`src/rtl/mem_pkg.sv`:
```
// -----------------------------------------------------------------------------
// mem_pkg
// Shared definitions for the data-memory arbiter slice.
//   - requester identifiers (M0 = 0, M1 = 1)
//   - default address/data widths of the data-memory port
//   - round-robin winner selection helper
// -----------------------------------------------------------------------------
package mem_pkg;

    localparam int ADDR_W_DEF = 13;
    localparam int DATA_W_DEF = 32;

    typedef enum logic {
        M0 = 1'b0,
        M1 = 1'b1
    } req_id_e;

    // Winner among the active requesters; only meaningful when r0 | r1.
    // Under contention the requester named by prio wins.
    function automatic req_id_e rr_winner(input logic r0, input logic r1,
                                          input req_id_e prio);
        req_id_e win;
        if (r0 && r1) begin
            win = prio;
        end else if (r1) begin
            win = M1;
        end else begin
            win = M0;
        end
        return win;
    endfunction

endpackage

```
`src/rtl/rd_track.sv`:
```
// -----------------------------------------------------------------------------
// rd_track
// Read-return tracker: an RD_LAT-deep shift register of {valid, owner}.
// A read issued in cycle t appears at the output stage in cycle t+RD_LAT,
// which is when the memory presents its data.
// Ports:
//   clock       system clock, rising edge
//   reset_btn   asynchronous active-low reset, clears all stages
//   issue_vld   a read is issued this cycle
//   issue_owner requester that issued the read
//   ret_vld     read data for the oldest tracked read is on mem_data_out now
//   ret_owner   requester that read belongs to
// -----------------------------------------------------------------------------
module rd_track
    import mem_pkg::*;
#(
    parameter int RD_LAT = 1    // 1..4
) (
    input  logic    clock,
    input  logic    reset_btn,
    input  logic    issue_vld,
    input  req_id_e issue_owner,
    output logic    ret_vld,
    output req_id_e ret_owner
);

    logic [RD_LAT-1:0] vld_q, vld_d;
    logic [RD_LAT-1:0] owner_q, owner_d;

    always_comb begin
        vld_d      = vld_q;
        owner_d    = owner_q;
        vld_d[0]   = issue_vld;
        owner_d[0] = issue_owner;
        for (int i = 1; i < RD_LAT; i++) begin
            vld_d[i]   = vld_q[i-1];
            owner_d[i] = owner_q[i-1];
        end
    end

    always_ff @(posedge clock or negedge reset_btn) begin
        if (!reset_btn) begin
            vld_q   <= '0;
            owner_q <= '0;
        end else begin
            vld_q   <= vld_d;
            owner_q <= owner_d;
        end
    end

    assign ret_vld   = vld_q[RD_LAT-1];
    assign ret_owner = req_id_e'(owner_q[RD_LAT-1]);

endmodule

```
`src/rtl/dmem_arbiter.sv`:
```
// -----------------------------------------------------------------------------
// dmem_arbiter
// Two-requester round-robin arbiter in front of a single data-memory/MMIO port.
// One access is issued per cycle; the granted request drives the memory port
// combinationally in its grant cycle. Reads return RD_LAT cycles later and are
// routed back to the issuing requester.
// Ports:
//   clock, reset_btn          clock (rising edge), async active-low reset
//   mN_req/wren/addr/wdata    request from requester N (held until mN_gnt)
//   mN_gnt                    request N issued this cycle
//   mN_rvalid/mN_rdata        read return for requester N (rdata holds between)
//   mem_address/data_in/wren  shared memory port, all zero when idle
//   mem_data_out              read data from memory, valid RD_LAT after issue
// -----------------------------------------------------------------------------
module dmem_arbiter
    import mem_pkg::*;
#(
    parameter int ADDR_W = ADDR_W_DEF,
    parameter int DATA_W = DATA_W_DEF,
    parameter int RD_LAT = 1
) (
    input  logic              clock,
    input  logic              reset_btn,
    input  logic              m0_req,
    input  logic              m1_req,
    input  logic              m0_wren,
    input  logic              m1_wren,
    input  logic [ADDR_W-1:0] m0_addr,
    input  logic [ADDR_W-1:0] m1_addr,
    input  logic [DATA_W-1:0] m0_wdata,
    input  logic [DATA_W-1:0] m1_wdata,
    output logic              m0_gnt,
    output logic              m1_gnt,
    output logic              m0_rvalid,
    output logic              m1_rvalid,
    output logic [DATA_W-1:0] m0_rdata,
    output logic [DATA_W-1:0] m1_rdata,
    output logic [ADDR_W-1:0] mem_address,
    output logic [DATA_W-1:0] mem_data_in,
    output logic              mem_wren,
    input  logic [DATA_W-1:0] mem_data_out
);

    req_id_e           prio_q, prio_d;
    logic [DATA_W-1:0] rdata0_q, rdata0_d;
    logic [DATA_W-1:0] rdata1_q, rdata1_d;

    logic              issue;
    req_id_e           issue_id;
    logic              ret_vld;
    req_id_e           ret_owner;

    // Grants are gated by reset_btn so nothing is issued while reset is held.
    always_comb begin
        issue       = reset_btn && (m0_req || m1_req);
        issue_id    = rr_winner(m0_req, m1_req, prio_q);
        m0_gnt      = issue && (issue_id == M0);
        m1_gnt      = issue && (issue_id == M1);
        mem_address = '0;
        mem_data_in = '0;
        mem_wren    = 1'b0;
        if (m0_gnt) begin
            mem_address = m0_addr;
            mem_data_in = m0_wdata;
            mem_wren    = m0_wren;
        end else if (m1_gnt) begin
            mem_address = m1_addr;
            mem_data_in = m1_wdata;
            mem_wren    = m1_wren;
        end
        // Pointer always moves away from whoever was just served.
        prio_d = prio_q;
        if (issue) begin
            prio_d = (issue_id == M0) ? M1 : M0;
        end
    end

    rd_track #(
        .RD_LAT (RD_LAT)
    ) u_rd_track (
        .clock       (clock),
        .reset_btn   (reset_btn),
        .issue_vld   (issue && !mem_wren),
        .issue_owner (issue_id),
        .ret_vld     (ret_vld),
        .ret_owner   (ret_owner)
    );

    // Return data passes straight through in the return cycle and is then
    // held in a per-requester register until the next return.
    always_comb begin
        m0_rvalid = ret_vld && (ret_owner == M0);
        m1_rvalid = ret_vld && (ret_owner == M1);
        m0_rdata  = m0_rvalid ? mem_data_out : rdata0_q;
        m1_rdata  = m1_rvalid ? mem_data_out : rdata1_q;
        rdata0_d  = m0_rdata;
        rdata1_d  = m1_rdata;
    end

    always_ff @(posedge clock or negedge reset_btn) begin
        if (!reset_btn) begin
            prio_q   <= M0;
            rdata0_q <= '0;
            rdata1_q <= '0;
        end else begin
            prio_q   <= prio_d;
            rdata0_q <= rdata0_d;
            rdata1_q <= rdata1_d;
        end
    end

endmodule
```
`config.mk`:
```
export PLATFORM = sky130hd
export DESIGN_NAME = dmem_arbiter
export DESIGN_NICKNAME = d
export VERILOG_FILES = /design/src/rtl/mem_pkg.sv /design/src/rtl/rd_track.sv /design/src/rtl/dmem_arbiter.sv
export SDC_FILE = /design/constraint.sdc
export NUM_CORES = 1
export LEC_CHECK = 0
export ABC_AREA = 0
export BUFFER_PORTS_ARGS = -buffer_cell sky130_fd_sc_hd__buf_2
export CAP_MARGIN = 30
export CORE_MARGIN = 2
export CORE_UTILIZATION = 46
export CTS_CLUSTER_DIAMETER = 30
export DETAILED_ROUTE_END_ITERATION = 10
export GPL_TIMING_DRIVEN = 0
export PLACE_DENSITY_LB_ADDON = 0.25
export SLEW_MARGIN = 30
export SYNTH_ARGS = -nofsm -noshare
export SYNTH_HDL_FRONTEND = slang
export SYNTH_HIERARCHICAL = 1
export SYNTH_SLANG_ARGS = --single-unit
```
`constraint.sdc`:
```
create_clock -name clock -period 3.31 [get_ports clock]
set_input_delay 0.993 -clock clock [delete_from_list [all_inputs] [get_ports clock]]
set_output_delay 0.993 -clock clock [all_outputs]
set_load 0.1 [all_outputs]
```
* Word level (Yosys, flattened, before mapping)
Index checks and enable logic that the tools add are counted. W data, S select, Z words.
Word-level totals: bits in registers 67, input port bits 128, output and inout bits 114, word-level logic and storage cells 27
Operators by class: multiplexer cells 11, bitwise gates (word level) 2, reductions and logical operators 9
Operator list (count):
- $mux W32 | 4
- $mux W13 | 2
- $logic_and A1 B1 Y1 | 7
- $mux W1 | 5
- $not A1 Y1 | 2
- $logic_not A1 Y1 | 1
- $logic_or A1 B1 Y1 | 1

* Depth between registers and ports, before layout
depth after elaboration 7, gate-level depth with buffers 5, gate-level depth less buffers 2

* Hierarchy
Netlist, hierarchy kept.
By module, submodules not included:
- dmem_arbiter | times used 1, cells an instance 316, area an instance 3631.0 sq um, seq. area each 1626.6 sq um
- rd_track | times used 1, cells an instance 2, area an instance 50.0 sq um, seq. area each 50.0 sq um

* Least setup slack after synthesis
Ideal clock, no wire load.
kind input-to-output, start input port m0_req, end output port mem_data_in[13], arrival 3.690 ns, data required time 2.317 ns, path slack -1.373 ns, cell stages on the path 3, cells stage by stage nor2b_2 buf_1 o32ai_1
On the way: cells in the longest elaborated chain, start to end 5
Ends and longest elaborated chain:
- start: declaration | line dmem_arbiter.sv:24 | input logic m0_req,
- $logic_and A1 B1 Y1 or $logic_or A1 B1 Y1 (tied branches) | line mem_pkg.sv:23, dmem_arbiter.sv:55
- $mux W1 or $logic_and A1 B1 Y1 (tied branches) | line mem_pkg.sv:23, dmem_arbiter.sv:55
- $logic_and A1 B1 Y1 or $not A1 Y1 (tied branches)
- $mux W32 or $logic_and A1 B1 Y1 (tied branches) | line dmem_arbiter.sv:66, dmem_arbiter.sv:57
- $mux W32 (*) | line dmem_arbiter.sv:62 | if (m0_gnt) begin
- end: declaration | line dmem_arbiter.sv:39 | output logic [DATA_W-1:0] mem_data_in,
Mark *: on every way between the ends. The rest lies on a longest branch, timed or not.

* Worst setup path in the final report
start input port m0_req, end output port mem_data_in[29]
The elaborated chain is that of the path after synthesis.

==> impl_metrics.ini <==
[outcome]
status = finished clean

[yosys]
synth.top_cells.by_area = dfrtp_1 46%, mux2_4 12%, mux2_2 11%
ys_seq_area_share_pct = 45.5
synth_enable_flop_cells = 0
synthArstFlopShare_pct = 100
synth_top_area_share_pct = 45.5
synth_commonest_cells = 92 x nand2_1, 67 x dfrtp_1, 39 x o32ai_1
post-synth-top-area-cell = dfrtp_1
synthCells = 318
netlist_area_mm2 = 0.00368
ys_ff_latch = 67
avgSynthCellArea_um2 = 11.6
ys_warn_count = 6
synth_most_common_cell = nand2_1
synth_ff_type = dfrtp_1
yosysUniqueCellTypes = 23
syn_nets = 446

[drt]
drc = 0
dr.pass1.iters = 4
drtIter0Drc = 91
avgViaCountPerCell = 5.35
wire_per_inst_um = 18.2
wirelength_um = 12300
num_vias = 3622
ant_nets = 0

[clocking]
cts_tree = yes
cts_buffers = 9
cts_buffer_depth = 2
insertion_delay_ns = 0.34
post_cts_buffers = 0
path_clk_slew_ns = 0.08
cts.htree.levels = 3
cts.sinks = 67
cts_root_buf = clkbuf_8

[floorplanning]
die-area_mm2 = 0.00873
core_mm2 = 0.00773
num_rows = 32
fp.dieW_um = 93.5
start_util_pct = 47.6
fp.dieH_um = 93.5
io_pins = 242

[worst_setup_path]
worst_setup_path_end_kind = output port
r2r-start = u_rd_track/ret_vld
path_class = in2out
crit_path_start_kind = primary input
arrival_ns = 2.20
critPathLaunch = m0_req
rrSetupSlack_ns = 2.04
critPathRequiredTime_ns = 2.32
crit_fanout = 10

[pwr]
combPwrFrac_pct = 66.6
switchingPower_w = 0.00323
switching_share_pct = 61.2
pwr-share-clk_pct = 11.5
ir_worst_vdd_v = 0.000450
cellPowerDensity_mw_per_mm2 = 883
finalPower_w = 0.00528
pwr-share-seq_pct = 21.9
p_int_w = 0.00205
p_leak_nw = 2.94

[placement]
place_ws_ns = -0.399
gp_congestion = 0.885
placedCellCount = 662
port-buffer-count = 241
hpwl_um = 9270

[finish]
final_core_util_pct = 77.4
finalNonFillerCells = 677
area_growth_pct = 62.5
drive_above_1_share_pct = 70.8
diodes = 0
final_nets = 698

[sta]
post-route-period-util_pct = 96.4
hold_viol_final = 0
drv_slew = 0
finClkSkew_ns = 0.0105
setup_viol = 0
period_minus_slack_ns = 3.19
max_freq_mhz = 313
slew_headroom_pct = 65.8
setup_slack_ns = 0.119
rsz0062_at_grt = false
worst_pin_slew_ns = 0.516

[global_routing]
antenna_found_initial = 0
grt_pass1_vias = 3809
grt_max_degree = 47
grt_usage_pct = 28.5
grt-ovfl-total = 0
grt_pass1_wl_um = 19200

[flow_run]
cap_violations = 0

[worst_hold_path]
hold_class = in2async
==> layout make-up <==
cell class / count / area (µm²)
multi-input cells: 214 / 2200
fillers: 496 / 1740
flip-flops and latches: 67 / 1680
repair buffers: 242 / 1520
plain buffers: 32 / 274
well taps: 102 / 128
clock buffers: 9 / 124
clock inverters: 7 / 51.3
inverters: 4 / 15.0
==> cell families (layout without fill, tap and decap cells) <==
logic type / Yosys count / in the layout / synth area share, %
AOI/OAI and AO/OA: 50 / 50 / 13.4
buffers and inverters: 37 / 294 / 7.68
DFF: 67 / 67 / 45.5
muxes: 64 / 64 / 22.5
and+or+nand+nor: 100 / 100 / 10.8
==> sequential cells by signal, indices dropped and copies added, names as in the netlist <==
register              flops
prio_q                    1
u_rd_track/ret_vld        1
rdata0_q                 32
u_rd_track/ret_owner      1
rdata1_q                 32
==> power groups by stage <==
stage | registers, W | clock network [W] | logic, W
final | 0.00116 | 0.000608 | 0.00352
after global routing | 0.00118 | 0.000659 | 0.00361
after CTS | 0.00116 | 0.000620 | 0.00352
after detailed placement | 0.00117 | 0 | 0.00345
after global placement | 0.00115 | 0 | 0.00341
after floorplan | 0.00114 | 0 | 0.00302
==> what timing repair did <==
item / CTS / global route
pin swaps: 0 / 0
cloned: 0 / 0
setup endpoints to repair: 48 / 33
hold buffers: 0 / 0
gates resized for setup: 88 / 9
==> worst max-delay path: stages <==
cell,delay [ns]
buf_2,0.11
nor2b_2,0.17
buf_6,0.16
buf_6,0.15
o32ai_2,0.27
buf_4,0.34
==> worst paths after layout <==
path | to | cells past startpoint
setup / recovery | mem_data_in[29] | 6
hold / removal | rdata0_q[10] | 1
setup reg to reg | rdata1_q[17] | 3
hold reg to reg | rdata0_q[16] | 1
max in group asynchronous | rdata0_q[21] | 2
min in group clock | rdata0_q[16] | 1
==> per-layer routing <==
metal	GRT usage, %	vias up	wire length [µm]
met5	0	-	0
met4	14.5	0	491
met3	7.74	39	954
met2	51.4	169	6450
met1	30.1	1766	4390
li1	-	1648	-
==> metrics by stage <==
step | TNS [ns] | hold slack (ns) | cell area, µm²
4_1_cts | 0 | 0.494 | 5970
3_3_place_gp | -60.17 | 0.472 | 5490
5_1_grt | 0 | 0.469 | 5980
3_5_place_dp | -15.71 | 0.477 | 5520
6_report | 0 | 0.482 | 5980
2_1_floorplan | -11.87 | 0.498 | 4160
==> cells in the final DEF, fill, tap and decap left out, types with 3 or more instances in the layout <==
master    Yosys  routed
clkbuf_8      0       9
buf_8         0       5
o32ai_4       0      16
dfrtp_1      67      67
mux2_4       29      29
buf_6         9      42
o32ai_2       8      30
inv_1         3       3
buf_2        16     211
mux2_2       35      35
buf_4         2       7
nand2_1      92      92
buf_12        3       4
No activity file was read; power rests on OpenSTA's default activity.
